File: src/rtl/control_pkg.sv
// Shared types for the multicycle control unit: state encodings, PC-source and
// ALU-B select codes, and the opcode classes produced by control_classifica.
package control_pkg;

  typedef enum logic [2:0] {
    BUSCA  = 3'd0,
    DECOD  = 3'd1,
    EXEC   = 3'd2,
    MEM    = 3'd3,
    ESCR   = 3'd4,
    INCPC  = 3'd5,
    PARADO = 3'd6,
    TRAP   = 3'd7
  } estado_t;

  localparam logic [1:0] FCP_ALU    = 2'b00;
  localparam logic [1:0] FCP_DESVIO = 2'b01;
  localparam logic [1:0] FCP_SALTO  = 2'b10;
  localparam logic [1:0] FCP_TRAP   = 2'b11;

  localparam logic [1:0] ULAB_UM   = 2'b00;
  localparam logic [1:0] ULAB_IMED = 2'b01;
  localparam logic [1:0] ULAB_REG  = 2'b10;

  typedef enum logic [2:0] {
    CL_REG,
    CL_IMED,
    CL_SALTO,
    CL_DESVIO,
    CL_LOAD,
    CL_STORE,
    CL_HALT,
    CL_ILEGAL
  } classe_t;

endpackage

File: src/rtl/control_classifica.sv
// Combinational opcode classifier: maps an opcode onto its instruction class
// using the configurable opcode map. Anything outside the map is CL_ILEGAL.
module control_classifica
  import control_pkg::*;
#(
  parameter int          OP_W        = 4,
  parameter int unsigned OPS_REG_MAX = 5,
  parameter int unsigned OPS_IMM_MAX = 10,
  parameter int unsigned OP_JUMP     = 11,
  parameter int unsigned OP_BRANCH   = 12,
  parameter int unsigned OP_LOAD     = 13,
  parameter int unsigned OP_STORE    = 14,
  parameter int unsigned OP_HALT     = 15
) (
  input  logic [OP_W-1:0] cod_op,
  output classe_t         classe
);

  logic [31:0] op_u;

  always_comb begin
    op_u   = 32'(cod_op);
    classe = CL_ILEGAL;
    if (op_u <= OPS_REG_MAX)       classe = CL_REG;
    else if (op_u <= OPS_IMM_MAX)  classe = CL_IMED;
    else if (op_u == OP_JUMP)      classe = CL_SALTO;
    else if (op_u == OP_BRANCH)    classe = CL_DESVIO;
    else if (op_u == OP_LOAD)      classe = CL_LOAD;
    else if (op_u == OP_STORE)     classe = CL_STORE;
    else if (op_u == OP_HALT)      classe = CL_HALT;
  end

endmodule

File: src/rtl/control_multiciclo.sv
// Multicycle control FSM for the small CPU datapath (fetch/decode/execute/
// memory/write-back/PC increment/halt). Optional illegal-opcode trap: CTRL_TRAP_ILEGAL_EN.
module control_multiciclo
  import control_pkg::*;
#(
  parameter int          OP_W        = 4,
  parameter int unsigned OPS_REG_MAX = 5,
  parameter int unsigned OPS_IMM_MAX = 10,
  parameter int unsigned OP_JUMP     = 11,
  parameter int unsigned OP_BRANCH   = 12,
  parameter int unsigned OP_LOAD     = 13,
  parameter int unsigned OP_STORE    = 14,
  parameter int unsigned OP_HALT     = 15,
  parameter int unsigned ULA_ADD     = 0
) (
  input  logic            CLK,
  input  logic            RST,
  input  logic [OP_W-1:0] CodOP,
  input  logic            MemPronta,
  output logic            EscLR,
  output logic            EscCP,
  output logic            EscCondCP,
  output logic [1:0]      FonteCP,
  output logic [OP_W-1:0] ULA_OP,
  output logic            ULA_A,
  output logic [1:0]      ULA_B,
  output logic            EscReg,
  output logic            MemParaReg,
  output logic            LerMem,
  output logic            EscMem,
  output logic [2:0]      Estado
`ifdef CTRL_TRAP_ILEGAL_EN
  ,
  output logic            Excecao
`endif
);

  localparam logic [OP_W-1:0] ULA_ADD_C = OP_W'(ULA_ADD);

  estado_t         estado, prox;
  logic [OP_W-1:0] op_q;
  logic [OP_W-1:0] cls_in;
  classe_t         classe;

  // In DECOD the live opcode decides the branch; afterwards the latched copy rules.
  assign cls_in = (estado == DECOD) ? CodOP : op_q;

  control_classifica #(
    .OP_W        (OP_W),
    .OPS_REG_MAX (OPS_REG_MAX),
    .OPS_IMM_MAX (OPS_IMM_MAX),
    .OP_JUMP     (OP_JUMP),
    .OP_BRANCH   (OP_BRANCH),
    .OP_LOAD     (OP_LOAD),
    .OP_STORE    (OP_STORE),
    .OP_HALT     (OP_HALT)
  ) u_classifica (
    .cod_op (cls_in),
    .classe (classe)
  );

  always_ff @(posedge CLK) begin
    if (RST) begin
      estado <= BUSCA;
      op_q   <= '0;
    end else begin
      estado <= prox;
      if (estado == DECOD) op_q <= CodOP;
    end
  end

  always_comb begin
    prox       = estado;
    EscLR      = 1'b0;
    EscCP      = 1'b0;
    EscCondCP  = 1'b0;
    FonteCP    = FCP_ALU;
    ULA_OP     = '0;
    ULA_A      = 1'b0;
    ULA_B      = ULAB_UM;
    EscReg     = 1'b0;
    MemParaReg = 1'b0;
    LerMem     = 1'b0;
    EscMem     = 1'b0;
    Estado     = estado;
`ifdef CTRL_TRAP_ILEGAL_EN
    Excecao    = 1'b0;
`endif

    case (estado)
      BUSCA: begin
        LerMem = 1'b1;
        EscLR  = MemPronta;
        prox   = MemPronta ? DECOD : BUSCA;
      end

      DECOD: begin
        if (classe == CL_HALT)        prox = PARADO;
`ifdef CTRL_TRAP_ILEGAL_EN
        else if (classe == CL_ILEGAL) prox = TRAP;
`endif
        else                          prox = EXEC;
      end

      EXEC: begin
        case (classe)
          CL_REG: begin
            ULA_A  = 1'b1;
            ULA_B  = ULAB_REG;
            ULA_OP = op_q;
            prox   = ESCR;
          end
          CL_IMED: begin
            ULA_A  = 1'b1;
            ULA_B  = ULAB_IMED;
            ULA_OP = op_q;
            prox   = ESCR;
          end
          CL_SALTO: begin
            EscCP   = 1'b1;
            FonteCP = FCP_SALTO;
            prox    = BUSCA;
          end
          CL_DESVIO: begin
            EscCondCP = 1'b1;
            ULA_A     = 1'b1;
            ULA_B     = ULAB_REG;
            ULA_OP    = op_q;
            FonteCP   = FCP_DESVIO;
            prox      = BUSCA;
          end
          CL_LOAD, CL_STORE: begin
            ULA_A  = 1'b1;
            ULA_B  = ULAB_IMED;
            ULA_OP = ULA_ADD_C;
            prox   = MEM;
          end
          default: prox = INCPC;
        endcase
      end

      MEM: begin
        // Request held steady across wait states until memory answers.
        if (classe == CL_STORE) EscMem = 1'b1;
        else                    LerMem = 1'b1;
        if (MemPronta) prox = (classe == CL_STORE) ? INCPC : ESCR;
      end

      ESCR: begin
        EscReg     = 1'b1;
        MemParaReg = (classe == CL_LOAD);
        ULA_OP     = op_q;
        prox       = INCPC;
      end

      INCPC: begin
        EscCP  = 1'b1;
        ULA_OP = ULA_ADD_C;
        prox   = BUSCA;
      end

      PARADO: prox = PARADO;

`ifdef CTRL_TRAP_ILEGAL_EN
      TRAP: begin
        Excecao = 1'b1;
        EscCP   = 1'b1;
        FonteCP = FCP_TRAP;
        prox    = BUSCA;
      end
`endif

      default: prox = BUSCA;
    endcase

    // Reset silences the datapath immediately so an aborted write never lands.
    if (RST) begin
      EscLR      = 1'b0;
      EscCP      = 1'b0;
      EscCondCP  = 1'b0;
      FonteCP    = '0;
      ULA_OP     = '0;
      ULA_A      = 1'b0;
      ULA_B      = '0;
      EscReg     = 1'b0;
      MemParaReg = 1'b0;
      LerMem     = 1'b0;
      EscMem     = 1'b0;
      Estado     = '0;
`ifdef CTRL_TRAP_ILEGAL_EN
      Excecao    = 1'b0;
`endif
    end
  end

endmodule

File: config.mk
export PLATFORM = sky130hd
export DESIGN_NAME = control_multiciclo
export DESIGN_NICKNAME = d
export VERILOG_FILES = /design/src/rtl/control_pkg.sv /design/src/rtl/control_classifica.sv /design/src/rtl/control_multiciclo.sv
export SDC_FILE = /design/constraint.sdc
export NUM_CORES = 1
export LEC_CHECK = 0
export BUFFER_PORTS_ARGS = -buffer_cell sky130_fd_sc_hd__buf_4
export CAP_MARGIN = 20
export CELL_PAD_IN_SITES_DETAIL_PLACEMENT = 0
export CELL_PAD_IN_SITES_GLOBAL_PLACEMENT = 1
export CORE_MARGIN = 2
export CORE_UTILIZATION = 25
export DETAILED_ROUTE_END_ITERATION = 6
export GPL_TIMING_DRIVEN = 0
export PLACE_DENSITY = 0.62
export SYNTH_ARGS = -nofsm -noshare
export SYNTH_HDL_FRONTEND = slang
export SYNTH_SLANG_ARGS = --single-unit
File: constraint.sdc
create_clock -name CLK -period 1.5 [get_ports CLK]
set_input_delay 0.225 -clock CLK [delete_from_list [all_inputs] [get_ports CLK]]
set_output_delay 0.225 -clock CLK [all_outputs]
set_load 0.01 [all_outputs]
## Word level (Yosys, flattened, before mapping)

Index checks and enable logic that the tools add are counted.

- Reduce and logical (&&, ||, !) cells: 9
- $lt $le $gt $ge: 2
- Mux-type cells: 45
- Equal/unequal tests: 18

Operators with widths:

| cell | number |
|---|---|
| 3-bit 2-to-1 mux | 9 |
| 1-bit 2-to-1 mux | 22 |
| 4-bit == test (second input constant) | 5 |
| 3-bit == test (second input constant) | 6 |
| 3-bit case mux with 6 select lines | 1 |
| 3-bit by 2-bit == test with 1-bit output (second input constant) | 4 |
| 4-bit 2-to-1 mux | 3 |
| 3-bit case mux with 3 select lines | 1 |
| 2-bit 2-to-1 mux | 4 |
| 2-bit case mux with 2 select lines | 2 |
| 4-bit case mux with 2 select lines | 1 |
| 2-bit OR reduction | 4 |
| 3-bit by 1-bit == test with 1-bit output (second input constant) | 2 |
| 3-bit logical NOT | 2 |
| 3-bit OR reduction | 2 |
| 5-bit OR reduction | 1 |
| 4-bit by 3-bit less-or-equal comparator with 1-bit output (second input constant) | 1 |
| 4-bit less-or-equal comparator (second input constant) | 1 |
| 1-bit case mux with 2 select lines | 2 |
| 2-bit inequality test (second input constant) | 1 |

- Bits in registers: 7
- Word-level logic and storage cells: 76
- Output and inout bits: 19

## Longest topological paths before layout

Gate-level depths: netlist (run 1).

- Depth in word-level cells: 15
- Gate-level depth with buffers: 4
- Mapped depth without buffers: 3

## Modules after synthesis

A second synthesis (run 1) with hierarchy kept.

- Cell total of the unflattened synthesis: 88
- Area, all modules: 629.4 um2

Modules (own cells, without submodules):

| module | area each (um2) | cells an instance | times used |
|---|---|---|---|
| control_multiciclo | 578.1 | 81 | 1 |
| control_classifica | 51.3 | 7 | 1 |

## Worst setup path after synthesis (run 1)

Ideal clock, no wire load.

- Kind: register to output
- Start point: register estado[0]
- End point: output EscCondCP
- Data arrival time: 1431 ps
- Path slack: -156 ps
- Stages on the path, launching flop included: 5
- Data required time: 1275 ps
- Path through: dfxtp_1 > or3b_1 > clkbuf_2 > mux2_4 > nor3_1

- Cells in the longest elaborated chain, start to end: 14

RTL lines:

| item | line | source |
|---|---|---|
| start, declared | control_multiciclo.sv:40 | `estado_t estado, prox;` |
| start signal, assigned | control_multiciclo.sv:67 | `estado <= prox;` |
| 3-bit by 1-bit == test with 1-bit output | control_multiciclo.sv:46 | `assign cls_in = (estado == DECOD) ? CodOP : op_q;` |
| 4-bit 2-to-1 mux | -- |  |
| 4-bit == test | control_classifica.sv:30 | `else if (op_u == OP_HALT) classe = CL_HALT;` |
| 1-bit 2-to-1 mux | control_classifica.sv:30 |  |
| 3-bit 2-to-1 mux | control_classifica.sv:29 | `else if (op_u == OP_STORE) classe = CL_STORE;` |
| 3-bit 2-to-1 mux | control_classifica.sv:28 | `else if (op_u == OP_LOAD) classe = CL_LOAD;` |
| 3-bit 2-to-1 mux | control_classifica.sv:27 | `else if (op_u == OP_BRANCH) classe = CL_DESVIO;` |
| 3-bit 2-to-1 mux | control_classifica.sv:26 | `else if (op_u == OP_JUMP) classe = CL_SALTO;` |
| 3-bit 2-to-1 mux | control_classifica.sv:25 | `else if (op_u <= OPS_IMM_MAX) classe = CL_IMED;` |
| 3-bit 2-to-1 mux | control_classifica.sv:24 | `if (op_u <= OPS_REG_MAX) classe = CL_REG;` |
| 3-bit by 2-bit == test with 1-bit output | control_multiciclo.sv:106 | `case (classe)` |
| 1-bit 2-to-1 mux | control_multiciclo.sv:106 |  |
| 1-bit 2-to-1 mux * | control_multiciclo.sv:90 | `case (estado)` |
| 1-bit 2-to-1 mux * | control_multiciclo.sv:177 | `if (RST) begin` |
| end, declared | control_multiciclo.sv:22 | `output logic EscCondCP,` |

Mark *: on every way between the ends. The rest lies on a longest branch, timed or not.

## Worst setup path in the final report (run 1)

- Start point: register estado[1]
- End point: output EscCondCP

Same word-level chain as after synthesis.

==> results.ini, run 1 <==
[status]
failed_checks=setup timing
status=finished with violations

[sta]
max_freq_mhz=548
finalMaxSlewViolations=0
setup-tns-final_ps=-2450
tightest_slew_ps=488
finalCriticalPeriod_ps=1830
maxSlewHeadroom=0.675
finalSetupViolCount=16
fin_skew_ps=0.169
rsz0062_at_grt=yes
post-route-period-util=1.22
finalHoldViolations=0
finalWorstSetupSlack_ps=-326

[synth]
yosysMostFrequentCell=nor2_1
synth_commonest_cells=nor2_1 (13), dfxtp_1 (7), and3_1 (6), clkbuf_1 (6), nor3_1 (6)
yosysUniqueCellTypes=35
synth_area_leaders=dfxtp_1 (21%), mux2i_1 (7.5%), nor2_1 (7.3%)
synth.avg_cell_area_sq_um=7.24
synth-seq-cells=7
synth_top_flop_cell=dfxtp_1
netlist_area_sq_um=666
synth_cells=92
synth_top_cell_by_area=dfxtp_1
synth_edf_count=0
syn-num-nets=99
yosysSeqAreaShare=0.211
ys_warn_count=0
synthArstFlopShare=0
synth_top_area_frac=0.211

[critical_path]
r2r-start=op_q[0]
slowest_delay_ps=390
critical_path.top_delay_family=simple AND/OR/NAND/NOR gates
timing.rr.end=estado[2]
cp_max_fo=5
crit_path_top_delay_cell=or3b_4
cp-end-kind=output pin
cp_cell_sequence=or3b_4, mux2_4, nor3_4, buf_6
crit_arrival_ps=1600
ff2ff_setup_slack_ps=110
cp-start-kind=register
crit_required_ps=1270
critPathKind=reg -> out
cp_num_buf_inv=1
r2r_cells=5

[hold_path]
holdCritStartpoint=CodOP[0]
hold_depth=3
holdPathEnd=op_q[0]
hp-class=in -> reg

[layout]
post_route_cells_drive_above_1_share=0.638
instances_no_fill=168
final_util=0.542
final_nets=146
area_growth_pct=103
antenna_cells=0

[drt]
drc=0
drt_first_pass_iters=4
wl_per_cell_um=14.6
routed_wl_um=2460
num_vias=843
drtIter0Drc=11
viasPerCell=5.02
antenna_left=0

[place]
io_buffer_count=25
post-dp-hpwl_um=1560
placed_cells=147
pre_cts_ws_ps=-232
globalplace.congestion=0.775

[power]
vdd_ir_drop_max_mv=0.342
combPwrFrac=0.415
internal-power_uw=434
clock_power_share=0.256
power_frac_seq=0.329
switchingPower_uw=200
swShare=0.315
cellPowerDensity_nw_per_um2=468
power_leakage_uw=0.000569
p_total_uw=634

[global_route]
grt_use_met3=0.0140
gr-usage-met2=0.270
grt_usage=0.158
grt_use_met1=0.205
grt_overflow_total=0
grt_max_degree=11
grt_pass1_vias=870
top_usage_layer=met2
grt_pass1_wl_um=3980
antenna_found_initial=0

[die]
rows=18
dieArea_sq_um=3090
coreArea_sq_um=2500
io_pins=26
die_width_um=55.6
initial_core_util=0.266
die_y_um=55.6

[cts]
clk_latency_ps=240
cts_made_buffers=3
cts_tree=done
cts.path.max_buffers=2
clkTransAtPathRegs_ps=50
cts_sinks=7
h-tree-depth=1
cts_root_buf=clkbuf_4

[job]
maxCapViolations=0

-- final cells by class --
class	count	area [sq um]
buffer	7	86.3
clock buffer	4	26.3
fill	238	1150
inverter	3	20.0
multi-input combinational	73	656
sequential	7	156
tap	30	37.5
timing repair buffer	44	372
-- worst max-delay path by stage --
| stage | cells after the start | to | slack (ps) | from |
|---|---|---|---|---|
| 4_1_cts | 4 | EscCondCP | -340 | estado[1] |
| 5_1_grt | 4 | EscCondCP | -380 | estado[1] |
| 3_3_place_gp | 4 | estado[2] | -220 | op_q[0] |
| 2_1_floorplan | 4 | EscCondCP | -30 | estado[1] |
| 3_5_place_dp | 4 | estado[2] | -230 | op_q[0] |
| 6_report | 4 | EscCondCP | -330 | estado[1] |
-- worst register-to-register path: cells and delay by family (launching register included) --
| kind | cells | cell delay [ps] |
|---|---|---|
| and+or+nand+nor | 1 | 70 |
| xor gates and xnor gates | 1 | 120 |
| DFF | 1 | 360 |
| AOI/OAI and AO/OA | 1 | 410 |
| buffers and inverters | 2 | 290 |
-- flip-flops by register name (all words and copies together), names as in the netlist --
name and cells:
estado 3, op_q 4
-- logic make-up after synthesis --
group,share of synthesized area
muxes,0.0977
buffers and inverters,0.0733
DFF,0.211
and+or+nand+nor,0.410
AOI/OAI and AO/OA,0.154
xor gates and xnor gates,0.0395
adders and majority gates,0.0150
-- per-layer routing --
| layer | vias up | share of wire |
|---|---|---|
| met5 | - | 0 |
| met4 | 0 | 0.0049 |
| met3 | 2 | 0.031 |
| met2 | 14 | 0.51 |
| met1 | 398 | 0.46 |
| li1 | 429 | - |
-- stage by stage --
step                      cell area [sq um]  hold WS (ps)
after floorplan                         712           317
after global placement                  937           491
after detailed placement                937           509
after CTS                              1290           255
after global routing                   1350           275
final                                  1350           260
-- placed cells by master, fill, tap and decap left out, types with 2 or more instances in the layout --
cell type  netlist  layout
clkbuf_8         0       2
buf_8            0       3
clkbuf_1         6       2
nand2b_1         3       3
buf_6            0       7
nand2_1          4       3
nand3b_1         2       2
nor3_1           6       2
mux2i_1          5       5
clkbuf_4         0       4
a221oi_1         4       2
buf_4            0      36
xnor2_1          2       2
nor2_1          13       8
nand3_1          2       2
nor3_4           0       3
and3_1           6       4
nor2_4           0       4
dfxtp_2          0       4
and2_1           3       2
and3_4           0       2
dfxtp_4          0       3
-- timing repair --
action / in CTS / in global routing
hold buffers: 0 / 0
setup endpoints to repair: 18 / 19
setup buffers: 19 / 0
pin swaps: 16 / 9
gates resized for setup: 51 / 16
-- power by group through the flow --
stage	registers (uW)	clock network, uW	logic (uW)
floorplan	206	0	99.7
global placement	208	0	155
detailed placement	208	0	154
CTS	208	172	240
global route	209	187	280
finish	208	162	263
(Power assumes the default switching activity.)
==> run 2: changes to the inputs <==
Settings changed: ABC_AREA set to 1, PLACE_DENSITY 0.62 to 0.64.
==> run 2 against run 1 <==
The flow still finishes with violations (setup timing). Worst setup slack got worse by 250 ps. Final cell count increased by 18%. Critical endpoint is now ULA_OP[0]. Worst hold slack got worse by 82 ps. Flip-flop and latch count unchanged. Cell area decreased by 9.1%. Non-clock buffer count decreased by 9. Sequential share of layout area increased by 0.76 points. Largest power group unchanged. Sequential power increased by 13%. Synthesized area increased by 5.3%. Critical path depth increased by 7. Count of clock-buffer cells in the layout unchanged. Clock power increased by 9%.
==> results.ini, run 2 <==
[drt]
antenna_left=0
drtIter0Drc=28
drc=0
viasPerCell=4.66
routed_wl_um=2400
drt_first_pass_iters=4
wl_per_cell_um=12.1
num_vias=923

[die]
coreArea_sq_um=2710
dieArea_sq_um=3240
initial_core_util=0.259
rows=19
die_width_um=56.9
io_pins=26
die_y_um=56.9

[layout]
top_regs=op_q x4, estado x3
n_fill_cell=310
mostFrequentLayoutCells=buf_4 (38), nand2_1 (19), nor2_1 (18), inv_1 (15), nand2_2 (10)
final_nets=175
area_growth_pct=75.5
largest_register_ffs=4
post_route_cells_drive_above_1_share=0.545
antenna_cells=0
final_common_cell=buf_4
regMostFlops=op_q

[synth]
synth_top_area_frac=0.200
synth_cells=122
synth_area_leaders=dfxtp_1 (20%), nand2_1 (16%), nor2_1 (12%)
synth.avg_cell_area_sq_um=5.74
netlist_area_sq_um=701
synth_commonest_cells=nand2_1 (29), nor2_1 (23), inv_1 (16)
synth_edf_count=0
yosysUniqueCellTypes=25
yosysMostFrequentCell=nand2_1
ys_warn_count=0
yosysSeqAreaShare=0.200
syn-num-nets=129
synth_top_flop_cell=dfxtp_1
synth_top_cell_by_area=dfxtp_1
synth-seq-cells=7
synthArstFlopShare=0

[cts]
h-tree-depth=1
clkTransAtPathRegs_ps=60
cts.path.max_buffers=2
cts_tree=done
cts_made_buffers=3
cts_sinks=7
cts_root_buf=clkbuf_4
cts_hold_buffers=0
clk_latency_ps=250

[global_route]
grt_overflow_total=0
grt_pass1_vias=848
antenna_found_initial=0
grt_pass1_wl_um=4000
grt_max_degree=11
grt_usage=0.156

[sta]
fin_hold_ws_ps=178
fin_skew_ps=0.497
setup-tns-final_ps=-7110
rsz0062_at_grt=yes
finalMaxSlewViolations=0
finalHoldViolations=0
post-route-period-util=1.38
finalCriticalPeriod_ps=2070
finalSetupViolCount=19
maxSlewHeadroom=0.687
tightest_slew_ps=469
finalWorstSetupSlack_ps=-573
max_freq_mhz=482

[power]
p_total_uw=885
power_leakage_uw=0.000576
cellPowerDensity_nw_per_um2=720
vdd_ir_drop_max_mv=0.470

[critical_path]
r2r-start=estado[2]
cp-start-kind=register
cp_max_fo=7
ff2ff_setup_slack_ps=-160
crit_path_top_delay_cell=dfxtp_4
critical_path.top_delay_family=simple AND/OR/NAND/NOR gates
slowest_delay_ps=380
cp_cell_sequence=inv_6, nand3_4, nand2_2, nand2_2, nor2_4, inv_2, nor2_4, o21bai_2, nand2_2, a21oi_2, buf_4
timing.rr.end=estado[0]
crit_required_ps=1270
critPathKind=reg -> out
r2r_cells=11
cp-end-kind=output pin
cp_num_buf_inv=3
crit_arrival_ps=1850
crit_top_cell=nand2_2

[hold_path]
hold_depth=2
holdCritStartpoint=RST
hp-class=in -> reg
holdPathEnd=estado[0]

[status]
failed_checks=setup timing
status=finished with violations

[place]
post-dp-hpwl_um=1720
io_buffer_count=25
globalplace.congestion=0.799

[job]
maxCapViolations=0

==> run 2: worst max-delay path by stage <==
| stage | startpoint | cells past startpoint | endpoint | slack [ps] |
|---|---|---|---|---|
| after CTS | estado[1] | 12 | ULA_OP[0] | -560 |
| final | estado[2] | 11 | ULA_OP[0] | -570 |
| after floorplan | estado[1] | 11 | ULA_OP[0] | -120 |
| after global placement | estado[2] | 11 | ULA_OP[0] | -410 |
| after global routing | estado[1] | 11 | ULA_OP[1] | -720 |
| after detailed placement | estado[2] | 11 | ULA_OP[0] | -390 |
==> run 2: worst register-to-register path, delay by kind of cell (launching register included) <==
kind	cells	cell delay [ps]
buf+inv	4	360
flops	1	380
compound gates	1	140
simple gates	6	710
==> run 2: cell families (layout without fill, tap and decap cells) <==
kind of cell / after synthesis / after routing / share of synthesized area
buffers and inverters: 21 / 66 / 0.112
AND/OR/NAND/NOR: 76 / 76 / 0.521
AO/OA/AOI/OAI: 18 / 18 / 0.166
flip-flops: 7 / 7 / 0.200
==> run 2: stage by stage <==
stage | setup slack (ps) | instance area [sq um] | instances | utilization
5_1_grt | -718 | 1230 | 198 | 0.454
2_1_floorplan | -124 | 763 | 122 | -
6_report | -573 | 1230 | 198 | 0.454
3_3_place_gp | -407 | 990 | 178 | 0.365
4_1_cts | -556 | 1180 | 195 | 0.436
3_5_place_dp | -395 | 990 | 178 | 0.365
==> run 2: cell type report <==
class	count	area [sq um]	share of cell area
repair buffers	41	319	0.259
clock buffers	4	26.3	0.0214
well taps	31	38.8	0.0315
inverters	20	85.1	0.0692
plain buffers	1	3.75	0.00305
multi-input cells	94	606	0.492
flip-flops and latches	7	151	0.123
==> run 2: power breakdown <==
group	switching [uW]	internal, uW	total (uW)
combinational	274	201	475
clock	73.9	102	176
sequential	26.7	208	235
==> run 2: timing repair <==
| item | in CTS | in global routing |
|---|---|---|
| gates resized for setup | 18 | 8 |
| setup buffers | 13 | 3 |
| pin swaps | 14 | 4 |
| setup endpoints to repair | 18 | 19 |
==> run 2: layer usage <==
metal	track usage	wire length (um)
met1	0.216	1110
met2	0.253	1170
met3	0.0272	108
met4	0.0399	13
met5	0	0
